`src/rtl/binary_mul_3x3_uni.sv`:
```
// 3x3 unsigned array multiplier with a single enabled, async-reset product register.
// P is driven only by the register, so it is glitch-free and zero out of reset.
module binary_mul_3x3_uni (
  input  logic       clk,
  input  logic       rst_n,
  input  logic       en,
  input  logic [2:0] A,
  input  logic [2:0] B,
  output logic [5:0] P
);

  // Adder cells return {carry, sum}.
  function automatic logic [1:0] half_add(input logic x, input logic y);
    half_add = {x & y, x ^ y};
  endfunction

  function automatic logic [1:0] full_add(input logic x, input logic y, input logic z);
    full_add = {(x & y) | (x & z) | (y & z), x ^ y ^ z};
  endfunction

  logic [2:0] pp_s [3];
  logic [1:0] c1_s, c2_s, c3_s, c4_s, c5_s, c6_s;
  logic [5:0] prod_s;
  logic [5:0] p_d, p_q;

  // Partial products pp_s[i][j] = A[j] & B[i] reduced by two rows of adders.
  always_comb begin
    for (int i = 0; i < 3; i++) begin
      pp_s[i] = A & {3{B[i]}};
    end
    // Row 1: A*B[0] plus (A*B[1] << 1)
    c1_s = half_add(pp_s[0][1], pp_s[1][0]);
    c2_s = full_add(pp_s[0][2], pp_s[1][1], c1_s[1]);
    c3_s = half_add(pp_s[1][2], c2_s[1]);
    // Row 2: add (A*B[2] << 2)
    c4_s = half_add(c2_s[0], pp_s[2][0]);
    c5_s = full_add(c3_s[0], pp_s[2][1], c4_s[1]);
    c6_s = full_add(c3_s[1], pp_s[2][2], c5_s[1]);
    prod_s = {c6_s[1], c6_s[0], c5_s[0], c4_s[0], c1_s[0], pp_s[0][0]};
  end

  // Next product: load on enable, otherwise hold.
  always_comb begin
    p_d = p_q;
    if (en) begin
      p_d = prod_s;
    end else begin
      p_d = p_q;
    end
  end

  // Product register, cleared asynchronously.
  always_ff @(posedge clk or negedge rst_n) begin
    if (!rst_n) begin
      p_q <= 6'd0;
    end else begin
      p_q <= p_d;
    end
  end

  assign P = p_q;

endmodule

```
`config.mk`:
```
export PLATFORM = sky130hd
export DESIGN_NAME = binary_mul_3x3_uni
export DESIGN_NICKNAME = d
export VERILOG_FILES = /design/src/rtl/binary_mul_3x3_uni.sv
export SDC_FILE = /design/constraint.sdc
export NUM_CORES = 1
export LEC_CHECK = 0
export CAP_MARGIN = 20
export CELL_PAD_IN_SITES_DETAIL_PLACEMENT = 0
export CELL_PAD_IN_SITES_GLOBAL_PLACEMENT = 1
export CORE_MARGIN = 2
export CORE_UTILIZATION = 30
export CTS_BUF_LIST = sky130_fd_sc_hd__clkbuf_8
export CTS_CLUSTER_DIAMETER = 50
export DETAILED_ROUTE_END_ITERATION = 8
export HOLD_SLACK_MARGIN = 0.03
export PLACE_DENSITY = 0.74
export SYNTH_ARGS = -nofsm -noshare
export SYNTH_HDL_FRONTEND = slang
export SYNTH_SLANG_ARGS = --single-unit
```
`constraint.sdc`:
```
create_clock -name clk -period 1 [get_ports clk]
set_input_delay 0.25 -clock clk [delete_from_list [all_inputs] [get_ports clk]]
set_output_delay 0.25 -clock clk [all_outputs]
set_load 0.02 [all_outputs]
```
Word level (Yosys, flattened, before mapping):

Index checks and enable logic that the tools add are counted.

* bitwise operators: 30

Operator list (count)
* AND 1 bit: 12
* AND 3 bit: 3
* bitwise XOR 1 bit: 9
* bitwise OR 1 bit: 6

* bits in registers: 6
* word-level logic and storage cells: 31

Longest topological paths before layout:

Gate-level depths: netlist of run 1.

* word-level depth: 12
* mapped depth: 9

Least setup slack after synthesis of run 1:

No wires, ideal clock.

* kind: input to register
* from: input B[0]
* to: register p_q[4], in the netlist P[4]
* library setup time: 0.125 ns
* data arrival time: 2.368 ns
* slack: -1.493 ns
* stages: 9
* buffers on the path: 0
* cells stage by stage: and2_1 > ha_1 > fa_1 > ha_1 > inv_1 > fa_1 > inv_1 > fa_1 > mux2_4

* word-level cells in the longest chain between the ends: 10
* elaborated cells on any way between the ends: 19

RTL lines
* start: declaration: RTL line 8 `input logic [2:0] B,`
* AND 3 bit (*): RTL line 29 `pp_s[i] = A & {3{B[i]}};`
* AND 1 bit: RTL line 14 `half_add = {x & y, x ^ y};`
* AND 1 bit: RTL line 18 `full_add = {(x & y) | (x & z) | (y & z), x ^ y ^ z};`
* bitwise OR 1 bit (2 in a row): RTL line 18
* bitwise XOR 1 bit: RTL line 14
* AND 1 bit: RTL line 18
* bitwise OR 1 bit (2 in a row): RTL line 18
* bitwise XOR 1 bit (*): RTL line 18
* net c6_s[0]: RTL line 22 `logic [1:0] c1_s, c2_s, c3_s, c4_s, c5_s, c6_s;`
* end signal: assignment: RTL line 57 `p_q <= p_d;`
* end: declaration: RTL line 24 `logic [5:0] p_d, p_q;`

The timed path passes the listed nets; every way through them passes the cells marked *.
A chain may end at the register's enable or synchronous reset.

Worst setup path in the final report of run 1:

* from: input B[1]
* to: register p_q[4], in the netlist P[4]

Same word-level chain as after synthesis.

==> reports/metrics.csv, run 1 <==
stage;metric;value;unit
run_status;outcome;complete, but fails checks;
run_status;failing checks;setup timing;
cts;Clock Sinks;6;
floorplanning;IO Pins;15;
timing;post-route minimum period;2.31;ns
drt;final antenna-violating net count;0;
global_routing;antenna violations before repair;0;
global_routing;met2 Use GR;0.302;
global_routing;GRT Residual Overflow;0;
cts;CTS Root Buffer Type;clkbuf_8;
logic_synthesis;Post-synth top cells;and2_1, dfrtp_1, inv_1, mux2_4;
global_routing;pin count of the biggest net entering global routing;7;
cells_and_area;# diodes;0;
logic_synthesis;register bit total from synthesis;6;
drt;Pre-Repair DR Iteration Count;2;
logic_synthesis;YS warnings;0;
timing;setup violators final;4;
worst_setup_path;Critical Path Start Type;input port;
cts;setup repair bufs after CTS;0;
worst_setup_path;Crit Path Class;input port to flop;
power;power per cell area;1460;mW/mm2
power;Max VDD drop;0.000995;V
logic_synthesis;Synth area leader;dfrtp_1;
power;Pwr Total;1.03;mW
cts;# hold bufs at CTS;0;
timing;slew of the pin with the lowest slew margin;0.292;ns
logic_synthesis;mux contribution to synthesized area;0.173;
cells_and_area;# nets final;74;
worst_setup_path;Worst Setup End Kind;flop;
logic_synthesis;FFs w/ async S/R, synth;1.00;
floorplanning;Core Box Area;0.00128;mm2
logic_synthesis;Mapped Cells;33;
timing;headroom to the max-slew limit;0.805;
drt;via count;310;
cts;TritonCTS Buffers;3;
hold_path;worst hold path type;input port to asynchronous set/reset pin;
power;Pleak;0.347;nW
cells_and_area;area delta synth->final;74.7;%
timing;TNS Setup;-3.72;ns
cells_and_area;max FFs per register;6;
global_routing;first-pass GRT wire length;1550;um
floorplanning;Die Y;40.8;um
cts;CTS tree;built;
drt;WL final;988;um
logic_synthesis;synth top area cells;dfrtp_1, fa_1, mux2_4, and2_1, ha_1;
place;Placer Congestion;0.697;
cts;clk slew on worst S/H paths;0.04;ns
drt;Iteration-0 DRC Markers;1;
cells_and_area;Filler cells;110;
place;# port buffers;14;
global_routing;GR peak layer;met2;
logic_synthesis;Most used DFF post-synth;dfrtp_1;
logic_synthesis;Synth Area in Simple Gates;0.130;
logic_synthesis;mean post-synth cell area;12.3;um2
cts;Clock Latency Late Sink;0.23;ns
logic_synthesis;most common cell in the netlist;and2_1;
timing;final hold vios;0;
floorplanning;die width;40.8;um
logic_synthesis;synth unique cells;11;
logic_synthesis;post-synth top area share;0.370;
logic_synthesis;Post-synth EDFFs;0;
timing;Fmax;433;MHz
floorplanning;Rows;13;
cts;CTS H-tree depth;1;
drt;vias per cell;4.31;
logic_synthesis;synthesized-area fraction occupied by adder cells;0.241;
floorplanning;Starting Density;0.315;
logic_synthesis;largest family of logic cells by synthesized area;adder cells;
worst_setup_path;worst endpoint required time;1.11;ns
worst_setup_path;WP data arrival;2.42;ns
global_routing;gr usage total;0.160;
worst_setup_path;FF-to-FF path depth;2;
cells_and_area;layout cells sized above 1;0.649;
timing;RSZ-0062 raised after global routing;true;
timing;Final Cycle Share;2.31;
run;Max-Cap Viols;0;
logic_synthesis;sequential-to-total area share from yosys stat;0.370;
logic_synthesis;Mapped Nets;48;
drt;drt wl/cell;13.7;um
cts;clk buf depth;2;
timing;Slew Viols, Final;0;
global_routing;met1 Use GR;0.147;
floorplanning;Die ar.;0.00166;mm2
drt;residual DRC count;0;
timing;final setup margin;-1.31;ns
logic_synthesis;Synth Area in Compound Gates;0.0123;
logic_synthesis;Mapped Area;405;um2
logic_synthesis;xor/xnor share of the synthesized area;0;
worst_setup_path;CP Max Fanout;3;
global_routing;met3 Resource Use GR;0.0489;
global_routing;vias in the first global route;350;
timing;Worst Skew;0;ns
==> cell type report <==
cell class	instances	area, um2	share of cell area
multi-input combinational	21	275	0.389
timing repair buffer	22	204	0.288
sequential	6	150	0.212
clock buffer	3	41.3	0.0583
inverter	5	18.8	0.0265
tap	15	18.8	0.0265
==> cells in the final DEF (no fill, tap or decap), drive strengths merged <==
cell type and n:
dlygate4sd2 1, clkdlybuf4s50 2, inv 5, dfrtp 6, buf 19, o21ai 1
nand2 1, clkbuf 3, and2 7, fa 3, nand3 1, mux2 4
mux2i 1, ha 3
==> logic make-up after synthesis <==
| logic type | after synthesis |
|---|---|
| muxes | 5 |
| adders and majority gates | 6 |
| DFF | 6 |
| AOI/OAI and AO/OA | 1 |
| and+or+nand+nor | 9 |
| buffers and inverters | 6 |
==> path summary, 6_finish.rpt <==
kind                       slack (ns)               end              from
min                              0.27  P[5]$_DFFE_PN0P_             rst_n
max reg2reg                      0.10  P[2]$_DFFE_PN0P_  P[2]$_DFFE_PN0P_
min reg2reg                      0.53  P[5]$_DFFE_PN0P_  P[5]$_DFFE_PN0P_
max in group asynchronous        0.50  P[3]$_DFFE_PN0P_             rst_n
max                             -1.31  P[4]$_DFFE_PN0P_              B[1]
min in group clk                 0.34  P[0]$_DFFE_PN0P_              B[0]
==> metal layers <==
metal / vias up / part of all wire
met1: 149 / 0.33
met3: 2 / 0.023
li1: 151 / -
met2: 8 / 0.62
met4: 0 / 0.023
met5: - / 0
==> critical path: stages <==
cell    delay [ns]
buf_2         0.11
and2_4        0.14
ha_4          0.15
fa_2          0.37
ha_4          0.28
inv_2         0.04
fa_2          0.37
inv_2         0.06
fa_1          0.39
mux2_4        0.26
==> where the power goes <==
| part | switching (mW) | total [mW] | internal, mW |
|---|---|---|---|
| Sequential | 0.0249 | 0.306 | 0.281 |
| Combinational | 0.140 | 0.346 | 0.206 |
| Clock | 0.122 | 0.382 | 0.260 |
| Total | 0.286 | 1.03 | 0.747 |
==> metrics by stage <==
stage          std cells  setup slack (ns)  hold WS, ns  area (um2)  utilization
2_1_floorplan         33             -1.42      -0.0456         453            -
3_3_place_gp          69             -1.92        0.496         661        0.514
5_1_grt               72             -1.36        0.277         708        0.551
6_report              72             -1.31        0.271         708        0.551
4_1_cts               72             -1.31        0.273         708        0.551
3_5_place_dp          69             -1.94        0.496         661        0.514
==> timing repair <==
action	in CTS	in global routing
pin swaps	8	0
gates resized for setup	63	0
setup endpoints to repair	11	10
(Power assumes the default switching activity.)
==> run 2: changes to the inputs <==
==> constraint.sdc (replaced) <==
create_clock -name clk -period 1 [get_ports clk]
set_input_delay 0.2 -clock clk [delete_from_list [all_inputs] [get_ports clk]]
set_output_delay 0.2 -clock clk [all_outputs]
set_load 0.02 [all_outputs]
==> run 2 against run 1 <==
Against the previous run: cell count increased by 1.4%; the flow still finishes with violations (setup timing); utilization decreased by 1.3 points; total power decreased by 6.3%.
==> reports/metrics.csv, run 2 (synthesis gave the netlist of run 1 again) <==
stage;metric;value;unit;change
run_status;outcome;complete, but fails checks;;
run_status;failing checks;setup timing;;
timing;Final Cycle Share;2.27;;-0.0416
cts;clk buf depth;2;;unchanged
global_routing;antenna violations before repair;0;;unchanged
cells_and_area;post-route insts no fill;73;;+1.4%
place;placed cells;69;;unchanged
power;power per cell area;1400;mW/mm2;-4.1%
drt;via count;329;;+6.1%
worst_setup_path;FF-to-FF path depth;2;;unchanged
timing;Slew Viols, Final;0;;unchanged
drt;residual DRC count;0;;unchanged
cells_and_area;# nets final;75;;+1.4%
timing;final hold vios;0;;unchanged
cts;clk slew on worst S/H paths;0.04;ns;about the same
drt;WL final;1030;um;+4.0%
worst_setup_path;CP Max Fanout;2;;-1
hold_path;worst hold path type;input port to asynchronous set/reset pin;;
timing;Worst Skew;0;ns;unchanged
timing;setup violators final;4;;unchanged
floorplanning;die width;40.8;um;unchanged
global_routing;gr usage total;0.171;;+0.0104
drt;Iteration-0 DRC Markers;2;;+1
cells_and_area;post-layout util;0.538;;-0.0127
timing;final setup margin;-1.27;ns;+0.0416 ns
timing;final hold slack;0.224;ns;-0.0472 ns
place;# port buffers;14;;unchanged
worst_setup_path;Critical Path Start Type;input port;;
drt;Pre-Repair DR Iteration Count;4;;+2
timing;RSZ-0062 raised after global routing;true;;
cts;# hold bufs at CTS;0;;unchanged
cells_and_area;area delta synth->final;70.7;%;
cts;CTS tree;built;;
floorplanning;IO Pins;15;;unchanged
floorplanning;Starting Density;0.315;;unchanged
cts;Clock Sinks;6;;unchanged
run;Max-Cap Viols;0;;unchanged
place;Placer Congestion;0.675;;-3.2%
power;Max VDD drop;0.00133;V;+34%
cts;CTS Root Buffer Type;clkbuf_8;;
global_routing;pin count of the biggest net entering global routing;7;;unchanged
worst_setup_path;R2R Setup Slk;0.12;ns;+0.02 ns
cells_and_area;commonest non-fill, non-tap cell in the layout;buf_4;;
cts;TritonCTS Buffers;3;;unchanged
drt;drt wl/cell;14.1;um;+2.6%
cells_and_area;# diodes;0;;unchanged
timing;post-route minimum period;2.27;ns;-0.0416 ns
worst_setup_path;Reg-to-Reg Start;P[2]$_DFFE_PN0P_;;
floorplanning;Die ar.;0.00166;mm2;unchanged
worst_setup_path;Worst Setup End Kind;flop;;
global_routing;GRT Residual Overflow;0;;unchanged
floorplanning;Die Y;40.8;um;unchanged
cells_and_area;most frequent cells in the layout;buf_4, dfrtp_1, buf_2;;
power;Pleak;0.347;nW;+0.13%
cts;Clock Latency Late Sink;0.22;ns;about the same
global_routing;vias in the first global route;367;;+4.9%
timing;Fmax;441;MHz;+1.8%
worst_setup_path;WP data arrival;2.37;ns;-0.05 ns
cts;CTS H-tree depth;1;;unchanged
floorplanning;Core Box Area;0.00128;mm2;unchanged
worst_setup_path;reg-to-reg endpoint;P[2]$_DFFE_PN0P_;;
worst_setup_path;worst endpoint required time;1.10;ns;about the same
cells_and_area;layout cells sized above 1;0.655;;+0.00605
floorplanning;Rows;13;;unchanged
timing;headroom to the max-slew limit;0.813;;+0.00841
drt;vias per cell;4.51;;+4.7%
drt;final antenna-violating net count;0;;unchanged
global_routing;first-pass GRT wire length;1690;um;+8.9%
timing;slew of the pin with the lowest slew margin;0.279;ns;-0.0126 ns
worst_setup_path;Crit Path Class;input port to flop;;
cells_and_area;max FFs per register;6;;unchanged
## run 2: cell count changes in the layout (fill, tap and decap cells not counted), sizes merged
cell and change:
clkdlybuf4s15 +1
## run 2: area by class of cell
cell class / instances / area [um2]
fill: 112 / 593
multi-input combinational: 21 / 278
timing repair buffer: 23 / 185
sequential: 6 / 150
clock buffer: 3 / 41.3
inverter: 5 / 18.8
tap: 15 / 18.8
## run 2: worst max-delay path by stage
stage	end	start	cells past startpoint	slack, ns
3_5_place_dp	P[4]$_DFFE_PN0P_	B[1]	10	-1.91
2_1_floorplan	P[4]$_DFFE_PN0P_	B[1]	9	-1.37
6_report	P[4]$_DFFE_PN0P_	A[1]	10	-1.27
3_3_place_gp	P[4]$_DFFE_PN0P_	B[0]	10	-1.88
4_1_cts	P[4]$_DFFE_PN0P_	A[1]	10	-1.28
5_1_grt	P[4]$_DFFE_PN0P_	A[1]	10	-1.31
## run 2: stage by stage
step	power [mW]	setup WS [ns]	instance area, um2	TNS (ns)
2_1_floorplan	0.462	-1.37	453	-4.03
3_3_place_gp	0.629	-1.88	661	-7.42
3_5_place_dp	0.642	-1.91	661	-7.66
4_1_cts	0.981	-1.28	692	-3.55
5_1_grt	1.04	-1.31	692	-3.68
6_report	0.968	-1.27	692	-3.53
## run 2: report_power, final
part	internal, mW	switching (mW)	total [mW]
Clock	0.258	0.0980	0.356
Combinational	0.171	0.142	0.313
Sequential	0.281	0.0187	0.299
Total	0.709	0.259	0.968
## run 2: what timing repair did
action / 4_1_cts / 5_1_grt
buffers inserted: 1 / 0
resized for setup: 51 / 0
pin swaps: 7 / 0
endpoints found under the setup margin: 11 / 4
## run 2: worst max-delay path, stage by stage
cell    delay (ns)
buf_6         0.10
and2_4        0.16
ha_4          0.15
fa_2          0.35
ha_4          0.27
inv_2         0.03
fa_2          0.37
inv_2         0.06
fa_1          0.41
mux2_4        0.27
## run 2: per-layer routing
metal | global-route usage | routed length, um | up-vias
met1 | 0.164 | 330 | 161
met5 | 0 | 0 | -
met2 | 0.317 | 651 | 12
met4 | 0.0500 | 0 | 0
li1 | - | - | 156
met3 | 0.0815 | 47 | 0
